===== config.mk =====
export PLATFORM = sky130hd
export DESIGN_NAME = mem_req_unit_flat
export DESIGN_NICKNAME = d
export VERILOG_FILES = /design/src/rtl/mem_req_unit_if.sv /design/src/rtl/mem_req_unit.sv /design/src/flat_wrapper.sv
export SDC_FILE = /design/constraint.sdc
export NUM_CORES = 1
export LEC_CHECK = 0
export CAP_MARGIN = 40
export CORE_MARGIN = 5
export CORE_UTILIZATION = 25
export CTS_CLUSTER_DIAMETER = 120
export DETAILED_ROUTE_END_ITERATION = 8
export GPL_ROUTABILITY_DRIVEN = 0
export SYNTH_ARGS = -nofsm -noshare
export SYNTH_HDL_FRONTEND = slang
export SYNTH_SLANG_ARGS = --single-unit

===== constraint.sdc =====
create_clock -name clk -period 3.5 [get_ports clk]
set_input_delay 0.35 -clock clk [delete_from_list [all_inputs] [get_ports clk]]
set_output_delay 0.35 -clock clk [all_outputs]
set_load 0.005 [all_outputs]

===== src/rtl/mem_req_unit_if.sv =====
// mem_req_unit_if: SRAM-like data bus between the memory request unit and the
// data memory.
//   master modport : request unit (drives req/wr/size/wstrb/addr/wdata)
//   slave modport  : memory (drives addr_ok/data_ok/rdata)
interface mem_req_unit_if;
  logic        data_sram_req;
  logic        data_sram_wr;
  logic [1:0]  data_sram_size;
  logic [3:0]  data_sram_wstrb;
  logic [31:0] data_sram_addr;
  logic [31:0] data_sram_wdata;
  logic        data_sram_addr_ok;
  logic        data_sram_data_ok;
  logic [31:0] data_sram_rdata;

  modport master (
    output data_sram_req, data_sram_wr, data_sram_size, data_sram_wstrb,
           data_sram_addr, data_sram_wdata,
    input  data_sram_addr_ok, data_sram_data_ok, data_sram_rdata
  );

  modport slave (
    input  data_sram_req, data_sram_wr, data_sram_size, data_sram_wstrb,
           data_sram_addr, data_sram_wdata,
    output data_sram_addr_ok, data_sram_data_ok, data_sram_rdata
  );
endinterface


===== src/rtl/mem_req_unit.sv =====
// mem_req_unit: request side of the data SRAM bus. Converts EXE load/store ops
// into bus requests, tracks outstanding transactions in a tag FIFO, aligns
// returned read data into load results and cancels in-flight responses on flush.
//
// Ports:
//   clk, reset (sync, active-low)
//   es_req_valid/es_req_ready/es_mem_op/es_addr/es_wdata/es_ale : EXE side
//   flush                                   : exception/ertn flush
//   bus (mem_req_unit_if.master)            : data SRAM bus
//   ms_resp_valid/ms_resp_data/ms_resp_ready: load results to MEM
//   busy                                    : tags in flight or responses buffered
//
// Build option MEM_REQ_ALE_CHECK_EN: when defined, misaligned half/word ops
// raise es_ale and complete without a bus request. When undefined, es_ale is
// tied 0 and misaligned half/word ops issue with the low address bits forced
// to 00.
//
// state | meaning
// IDLE  | no request on the bus; may accept a new op
// REQ   | request on the bus, waiting for addr_ok
module mem_req_unit #(
  parameter int MAX_OUTSTANDING = 2
) (
  input  logic                 clk,
  input  logic                 reset,
  input  logic                 es_req_valid,
  output logic                 es_req_ready,
  input  logic [7:0]           es_mem_op,
  input  logic [31:0]          es_addr,
  input  logic [31:0]          es_wdata,
  output logic                 es_ale,
  input  logic                 flush,
  mem_req_unit_if.master       bus,
  output logic                 ms_resp_valid,
  output logic [31:0]          ms_resp_data,
  input  logic                 ms_resp_ready,
  output logic                 busy
);

  localparam logic [0:0] S_IDLE = 1'b0;
  localparam logic [0:0] S_REQ  = 1'b1;

  localparam int             PW    = (MAX_OUTSTANDING > 1) ? $clog2(MAX_OUTSTANDING) : 1;
  localparam logic [PW-1:0]  LAST  = PW'(MAX_OUTSTANDING - 1);
  localparam logic [2:0]     MAX_C = 3'(MAX_OUTSTANDING);

  logic [0:0]  state_q, state_d;
  logic        flushed_q, flushed_d;
  logic        req_q, req_d;
  logic        wr_q;
  logic [1:0]  size_q;
  logic [3:0]  wstrb_q;
  logic [31:0] addr_q, wdata_q;
  logic [4:0]  ldop_q;

  logic [4:0]  tag_op_q  [MAX_OUTSTANDING];
  logic [1:0]  tag_off_q [MAX_OUTSTANDING];
  logic        tag_st_q  [MAX_OUTSTANDING];
  logic [MAX_OUTSTANDING-1:0] tag_cancel_q, tag_cancel_d;
  logic [PW-1:0] tag_wp_q, tag_rp_q;
  logic [2:0]  tag_cnt_q, tag_cnt_d;

  logic [31:0] resp_data_q [MAX_OUTSTANDING];
  logic [PW-1:0] resp_wp_q, resp_rp_q;
  logic [2:0]  resp_cnt_q, resp_cnt_d;

  logic        is_store, is_half, is_word, misal, ale, idle;
  logic        ale_fire, issue, addr_hs, tag_push, tag_pop, resp_push, resp_pop;
  logic [1:0]  off_eff, size_d;
  logic [3:0]  wstrb_d;
  logic [31:0] wdata_d, head_result;
  logic [2:0]  cnt;

  function automatic logic [PW-1:0] ptr_inc(input logic [PW-1:0] p);
    return (p == LAST) ? '0 : p + PW'(1);
  endfunction

  // op bits: [4] ld_b, [3] ld_bu, [2] ld_h, [1] ld_hu, [0] ld_w
  function automatic logic [31:0] extract(input logic [4:0] op, input logic [1:0] off,
                                          input logic st, input logic [31:0] d);
    logic [31:0] sh;
    logic [7:0]  b;
    logic [15:0] h;
    sh = d >> {off, 3'b000};
    b  = sh[7:0];
    h  = off[1] ? d[31:16] : d[15:0];
    if (st)         return 32'h0;
    else if (op[4]) return {{24{b[7]}}, b};
    else if (op[3]) return {24'h0, b};
    else if (op[2]) return {{16{h[15]}}, h};
    else if (op[1]) return {16'h0, h};
    else if (op[0]) return d;
    else            return 32'h0;
  endfunction

  always_comb begin
    is_store = |es_mem_op[7:5];
    is_half  = es_mem_op[6] | es_mem_op[2] | es_mem_op[1];
    is_word  = es_mem_op[5] | es_mem_op[0];
    misal    = (is_half & es_addr[0]) | (is_word & (es_addr[1:0] != 2'b00));
  end

`ifdef MEM_REQ_ALE_CHECK_EN
  assign ale     = misal;
  assign off_eff = es_addr[1:0];
`else
  assign ale     = 1'b0;
  assign off_eff = misal ? 2'b00 : es_addr[1:0];
`endif

  assign cnt      = tag_cnt_q + resp_cnt_q;
  assign idle     = (state_q == S_IDLE);
  assign ale_fire = idle & es_req_valid & ale;
  assign issue    = idle & es_req_valid & ~ale & ~flush & (cnt < MAX_C);
  assign addr_hs  = ~idle & bus.data_sram_addr_ok;

  // A flush seen at any point of REQ (including the addr_ok cycle) means the
  // EXE op was squashed: no ready pulse, and its tag is born cancelled.
  assign es_req_ready = ale_fire | (addr_hs & ~(flushed_q | flush));
  assign es_ale       = ale_fire;

  always_comb begin
    size_d  = is_word ? 2'd2 : (is_half ? 2'd1 : 2'd0);
    wstrb_d = 4'b0000;
    if (is_store) begin
      if (is_word)      wstrb_d = 4'b1111;
      else if (is_half) wstrb_d = off_eff[1] ? 4'b1100 : 4'b0011;
      else              wstrb_d = 4'b0001 << off_eff;
    end
    if (is_word)      wdata_d = es_wdata;
    else if (is_half) wdata_d = {2{es_wdata[15:0]}};
    else              wdata_d = {4{es_wdata[7:0]}};
  end

  always_comb begin
    state_d   = state_q;
    req_d     = req_q;
    flushed_d = flushed_q;
    if (issue) begin
      state_d   = S_REQ;
      req_d     = 1'b1;
      flushed_d = 1'b0;
    end else if (!idle) begin
      flushed_d = flushed_q | flush;
      if (addr_hs) begin
        state_d   = S_IDLE;
        req_d     = 1'b0;
        flushed_d = 1'b0;
      end
    end
  end

  assign tag_push    = addr_hs;
  assign tag_pop     = bus.data_sram_data_ok & (tag_cnt_q != 3'd0);
  assign head_result = extract(tag_op_q[tag_rp_q], tag_off_q[tag_rp_q],
                               tag_st_q[tag_rp_q], bus.data_sram_rdata);
  assign resp_push   = tag_pop & ~tag_cancel_q[tag_rp_q] & ~flush;
  assign resp_pop    = ms_resp_valid & ms_resp_ready & ~flush;

  always_comb begin
    tag_cancel_d = tag_cancel_q;
    if (tag_push) tag_cancel_d[tag_wp_q] = flushed_q;
    if (flush)    tag_cancel_d = '1;
    tag_cnt_d  = tag_cnt_q + {2'b00, tag_push} - {2'b00, tag_pop};
    resp_cnt_d = flush ? 3'd0 : resp_cnt_q + {2'b00, resp_push} - {2'b00, resp_pop};
  end

  always_ff @(posedge clk) begin
    if (!reset) begin
      state_q      <= S_IDLE;
      flushed_q    <= 1'b0;
      req_q        <= 1'b0;
      wr_q         <= 1'b0;
      size_q       <= 2'd0;
      wstrb_q      <= 4'd0;
      addr_q       <= 32'd0;
      wdata_q      <= 32'd0;
      ldop_q       <= 5'd0;
      tag_cancel_q <= '0;
      tag_wp_q     <= '0;
      tag_rp_q     <= '0;
      tag_cnt_q    <= 3'd0;
      resp_wp_q    <= '0;
      resp_rp_q    <= '0;
      resp_cnt_q   <= 3'd0;
    end else begin
      state_q      <= state_d;
      flushed_q    <= flushed_d;
      req_q        <= req_d;
      tag_cancel_q <= tag_cancel_d;
      tag_cnt_q    <= tag_cnt_d;
      resp_cnt_q   <= resp_cnt_d;
      if (issue) begin
        wr_q    <= is_store;
        size_q  <= size_d;
        wstrb_q <= wstrb_d;
        addr_q  <= {es_addr[31:2], off_eff};
        wdata_q <= wdata_d;
        ldop_q  <= es_mem_op[4:0];
      end
      if (tag_push) tag_wp_q <= ptr_inc(tag_wp_q);
      if (tag_pop)  tag_rp_q <= ptr_inc(tag_rp_q);
      if (flush) begin
        resp_wp_q <= '0;
        resp_rp_q <= '0;
      end else begin
        if (resp_push) resp_wp_q <= ptr_inc(resp_wp_q);
        if (resp_pop)  resp_rp_q <= ptr_inc(resp_rp_q);
      end
    end
  end

  always_ff @(posedge clk) begin
    if (tag_push) begin
      tag_op_q[tag_wp_q]  <= ldop_q;
      tag_off_q[tag_wp_q] <= addr_q[1:0];
      tag_st_q[tag_wp_q]  <= wr_q;
    end
    if (resp_push) resp_data_q[resp_wp_q] <= head_result;
  end

  assign bus.data_sram_req   = req_q;
  assign bus.data_sram_wr    = wr_q;
  assign bus.data_sram_size  = size_q;
  assign bus.data_sram_wstrb = wstrb_q;
  assign bus.data_sram_addr  = addr_q;
  assign bus.data_sram_wdata = wdata_q;

  assign ms_resp_valid = (resp_cnt_q != 3'd0);
  assign ms_resp_data  = resp_data_q[resp_rp_q];
  assign busy          = (cnt != 3'd0);

endmodule

===== src/flat_wrapper.sv =====
// flat-port wrapper written by rule: the top's interface ports become plain ports
module mem_req_unit_flat 
#(
  parameter int MAX_OUTSTANDING = 2
)
  (clk, reset, es_req_valid, es_req_ready, es_mem_op, es_addr, es_wdata, es_ale, flush, ms_resp_valid, ms_resp_data, ms_resp_ready, busy, bus_data_sram_req, bus_data_sram_wr, bus_data_sram_size, bus_data_sram_wstrb, bus_data_sram_addr, bus_data_sram_wdata, bus_data_sram_addr_ok, bus_data_sram_data_ok, bus_data_sram_rdata);
  mem_req_unit_if bus_i ();
  input  logic clk;
  input  logic reset;
  input  logic es_req_valid;
  output logic es_req_ready;
  input  logic [7:0] es_mem_op;
  input  logic [31:0] es_addr;
  input  logic [31:0] es_wdata;
  output logic es_ale;
  input  logic flush;
  output logic ms_resp_valid;
  output logic [31:0] ms_resp_data;
  input  logic ms_resp_ready;
  output logic busy;
  output wire logic [$bits(bus_i.data_sram_req)-1:0] bus_data_sram_req;
  output wire logic [$bits(bus_i.data_sram_wr)-1:0] bus_data_sram_wr;
  output wire logic [$bits(bus_i.data_sram_size)-1:0] bus_data_sram_size;
  output wire logic [$bits(bus_i.data_sram_wstrb)-1:0] bus_data_sram_wstrb;
  output wire logic [$bits(bus_i.data_sram_addr)-1:0] bus_data_sram_addr;
  output wire logic [$bits(bus_i.data_sram_wdata)-1:0] bus_data_sram_wdata;
  input wire logic [$bits(bus_i.data_sram_addr_ok)-1:0] bus_data_sram_addr_ok;
  input wire logic [$bits(bus_i.data_sram_data_ok)-1:0] bus_data_sram_data_ok;
  input wire logic [$bits(bus_i.data_sram_rdata)-1:0] bus_data_sram_rdata;
  assign bus_data_sram_req = bus_i.data_sram_req;
  assign bus_data_sram_wr = bus_i.data_sram_wr;
  assign bus_data_sram_size = bus_i.data_sram_size;
  assign bus_data_sram_wstrb = bus_i.data_sram_wstrb;
  assign bus_data_sram_addr = bus_i.data_sram_addr;
  assign bus_data_sram_wdata = bus_i.data_sram_wdata;
  assign bus_i.data_sram_addr_ok = bus_data_sram_addr_ok;
  assign bus_i.data_sram_data_ok = bus_data_sram_data_ok;
  assign bus_i.data_sram_rdata = bus_data_sram_rdata;
  mem_req_unit #(.MAX_OUTSTANDING(MAX_OUTSTANDING)) u_core (.clk(clk), .reset(reset), .es_req_valid(es_req_valid), .es_req_ready(es_req_ready), .es_mem_op(es_mem_op), .es_addr(es_addr), .es_wdata(es_wdata), .es_ale(es_ale), .flush(flush), .bus(bus_i), .ms_resp_valid(ms_resp_valid), .ms_resp_data(ms_resp_data), .ms_resp_ready(ms_resp_ready), .busy(busy));
endmodule

==> flow_metrics.py <==
metrics = {
    "synth": {
        "syn_nets": 878,
        "yosys.cell_types.count": 61,
        "ys_async_sr_fraction_pct": 0,
        "synthTopCellsByCount": "sky130_fd_sc_hd__nand3_1, sky130_fd_sc_hd__dfxtp_1, sky130_fd_sc_hd__edfxtp_1, sky130_fd_sc_hd__nand2_1, sky130_fd_sc_hd__clkbuf_1",
        "post_synth_instance_area_mm2": 0.00804,
        "synth_enable_flop_cells": 80,
        "netlist.top_cell.by_area": "sky130_fd_sc_hd__edfxtp_1",
        "yosysSeqAreaShare_pct": 53.0,
        "synth_top_cells_by_area": "sky130_fd_sc_hd__edfxtp_1, sky130_fd_sc_hd__dfxtp_1, sky130_fd_sc_hd__nand3_1",
        "ys_ff_latch": 173,
        "yosysMostFrequentCell": "sky130_fd_sc_hd__nand3_1",
        "synthesis.yosys.warnings": 0,
        "synth_ff_type": "sky130_fd_sc_hd__dfxtp_1",
        "syn_area_per_cell_um2": 10.6,
        "synthesis.instances": 760,
        "synth_top_area_share_pct": 29.9,
    },
    "final_layout": {
        "n_antenna_cell": 0,
        "finalNetCount": 1061,
        "fill_cells": 3164,
        "layout_area_growth_over_synthesis_pct": 38.5,
        "final_design_area_no_fill_mm2": 0.0111,
        "post_route_cells_drive_above_1_share_pct": 10.1,
    },
    "grt": {
        "track_usage_pct": 13.4,
        "grt.overflow.total": 0,
        "vias_in_the_first_global_route": 6619,
        "antenna_found_initial": 0,
        "grt_pass1_wl_mm": 37.8,
        "pin_count_of_the_biggest_net_entering_global_routing": 90,
    },
    "route": {
        "drc_errors": 0,
        "postRouteAntennaNets": 0,
        "routed_wirelength_mm": 24.4,
        "via_per_inst": 4.85,
        "detailedRoute.firstIterationViolations": 444,
        "post_drt_wl_per_cell_um": 17.9,
        "first_pass_iters": 5,
        "vias": 6585,
    },
    "floorplanning": {
        "start_util_pct": 25.4,
        "die_height_um": 189,
        "floorplan.die.width_um": 189,
        "coreArea_mm2": 0.0316,
        "rows": 65,
        "ioPinCount": 219,
        "design.die.area_mm2": 0.0359,
    },
    "setup_path": {
        "reg2regPathDepth": 5,
        "slowest_delay_ns": 0.58,
        "number_of_stages_on_the_worst_setup_path": 5,
        "crit_path_max_fanout": 46,
        "timing.critical_path.to_type": "flip-flop",
        "worstPathCellList": "buf_4 > mux2i_1 > mux4_2 > o21ai_4 > a21oi_1",
        "setup.worst_path.class": "reg -> reg",
        "crit_path_start_kind": "flip-flop",
        "crit_slowest_cell": "sky130_fd_sc_hd__o21ai_4",
        "path_buf_inv": 1,
        "worst-endpoint-required_ns": 3.63,
        "crit_arrival_ns": 2.73,
        "worst_path_dominant_cell_family": "multiplexers",
    },
    "pwr": {
        "power-per-cell-area_mw_per_mm2": 547,
        "worst_ir_drop_vdd_v": 0.000218,
        "p_leak_nw": 4.00,
    },
    "job": {
        "timing.max_cap.violations": 0,
    },
    "timing": {
        "rsz0062_at_grt": "false",
        "totalNegativeSetupSlack_ns": 0,
        "max_clock_freq_mhz": 386,
        "worstMarginPinSlew_ns": 0.924,
        "final_min_period_over_clock_period_pct": 74.1,
        "hold_violations": 0,
        "worst_case_headroom_to_the_max_slew_limit_pct": 36.7,
        "setup_viol_count_final": 0,
        "fin_hold_ws_ns": 0.445,
        "min_period_ns": 2.59,
        "number_of_pins_exceeding_their_max_slew_limit_in_the_final_report": 0,
        "finClkSkew_ns": 0.0160,
    },
    "cts": {
        "cts_max_path_buffers": 2,
        "hold_buffers": 0,
        "cts.htree.levels": 4,
        "cts.reportedPaths.clkPinSlew_ns": 0.07,
        "tritoncts_num_sinks": 173,
        "clock-root-buffer": "sky130_fd_sc_hd__clkbuf_16",
        "cts_setup_buffers": 0,
        "post_cts_resized": 0,
        "cts-buffers-inserted": 17,
        "clk-insertion-delay-late_ns": 0.44,
        "cts_tree": "done",
    },
    "hold_path": {
        "worst_hold_path.num_cells": 2,
        "timing.hold.worst.class": "reg -> reg",
    },
    "place": {
        "detailedPlacementHpwl_mm": 16.8,
        "post_dp_cell_area_mm2": 0.0106,
        "port_buffers": 217,
    },
    "outcome": {
        "outcome": "completed",
    },
}
worst reg2reg max path: cells and delay by family (launching register included):
kind / cells / cell delay (ns)
AO/OA/AOI/OAI: 2 / 0.75
multiplexers: 2 / 0.74
buffers and inverters: 1 / 0.42
flip-flops: 1 / 0.41
where the power goes:
group          switching (mW)  total, mW  internal, mW
Sequential              0.122       2.53          2.41
Combinational           0.897       1.74         0.844
Clock                   0.888       1.83         0.940
Total                    1.91       6.10          4.19
kinds of logic after synthesis:
logic type,share of synthesized area (%)
compound gates,13.8
flops,53.0
other cells,0.0466
buf+inv,4.08
simple gates,18.4
xor+xnor,1.17
mux,8.11
fa+ha+maj,1.37
cells in the final DEF (no fill, tap or decap), types with 7 or more instances in the layout:
| master | n |
|---|---|
| sky130_fd_sc_hd__a211oi_1 | 9 |
| sky130_fd_sc_hd__a21oi_1 | 29 |
| sky130_fd_sc_hd__a2bb2oi_1 | 7 |
| sky130_fd_sc_hd__a31oi_1 | 16 |
| sky130_fd_sc_hd__and2_1 | 7 |
| sky130_fd_sc_hd__buf_4 | 11 |
| sky130_fd_sc_hd__clkbuf_16 | 17 |
| sky130_fd_sc_hd__clkdlybuf4s50_1 | 216 |
| sky130_fd_sc_hd__dfxtp_1 | 93 |
| sky130_fd_sc_hd__edfxtp_1 | 80 |
| sky130_fd_sc_hd__inv_1 | 11 |
| sky130_fd_sc_hd__mux2_2 | 37 |
| sky130_fd_sc_hd__mux2i_1 | 17 |
| sky130_fd_sc_hd__nand2_1 | 69 |
| sky130_fd_sc_hd__nand3_1 | 121 |
| sky130_fd_sc_hd__nand4b_1 | 16 |
| sky130_fd_sc_hd__nor2_1 | 13 |
| sky130_fd_sc_hd__nor2b_1 | 9 |
| sky130_fd_sc_hd__o211a_1 | 8 |
| sky130_fd_sc_hd__o21a_1 | 10 |
| sky130_fd_sc_hd__o21ai_0 | 39 |
| sky130_fd_sc_hd__o22ai_1 | 7 |
| sky130_fd_sc_hd__o31ai_1 | 18 |
| sky130_fd_sc_hd__or4bb_1 | 11 |
| sky130_fd_sc_hd__xnor2_1 | 7 |
registers in the layout, indices dropped and copies added, names as in the netlist, 2 cells and up, named ones only:
register,count
u_core.tag_cancel_q,2
u_core.tag_cnt_q,3
u_core.bus.data_sram_wdata,32
u_core.resp_data_q,64
u_core.tag_st_q,2
u_core.ldop_q,5
u_core.bus.data_sram_addr,32
u_core.tag_op_q,10
u_core.tag_off_q,4
u_core.resp_cnt_q,3
u_core.bus.data_sram_wstrb,4
u_core.bus.data_sram_size,2
layer usage:
layer	part of all wire, %	track usage [%]
met1	43	17.0
met2	45	20.7
met3	11	6.47
met4	1.2	3.28
met5	0	0
metrics by stage:
step | utilization [%] | total power [mW] | setup WS [ns] | cells
after floorplan | - | 3.54 | 0.641 | 760
after global placement | 33.4 | 4.30 | 1.01 | 1326
after global routing | 35.2 | 6.45 | 0.702 | 1358
after detailed placement | 33.4 | 4.33 | 0.867 | 1326
after CTS | 35.2 | 6.20 | 0.864 | 1358
final | 35.2 | 6.10 | 0.906 | 1358
layout make-up:
cell class | instances | area, um2 | share of cell area (%)
Inverter | 11 | 41.3 | 0.371
Multi-Input combinational cell | 510 | 3470 | 31.1
Clock inverter | 14 | 131 | 1.18
Tap cell | 402 | 503 | 4.52
Sequential cell | 173 | 4260 | 38.3
Clock buffer | 18 | 429 | 3.85
Timing Repair Buffer | 230 | 2300 | 20.7
path summary, 6_finish.rpt:
check | startpoint | endpoint | slack (ns)
max | flip-flop | u_core.resp_data_q[0][15]$_DFFE_PP_ | 0.91
min | u_core.bus.data_sram_addr[10]$_SDFFE_PN0P_ | u_core.bus.data_sram_addr[10]$_SDFFE_PN0P_ | 0.45
max reg2reg | flip-flop | u_core.resp_data_q[0][15]$_DFFE_PP_ | 0.91
min reg2reg | u_core.bus.data_sram_addr[10]$_SDFFE_PN0P_ | u_core.bus.data_sram_addr[10]$_SDFFE_PN0P_ | 0.45
Note: power is estimated with default switching activity, not from simulation.
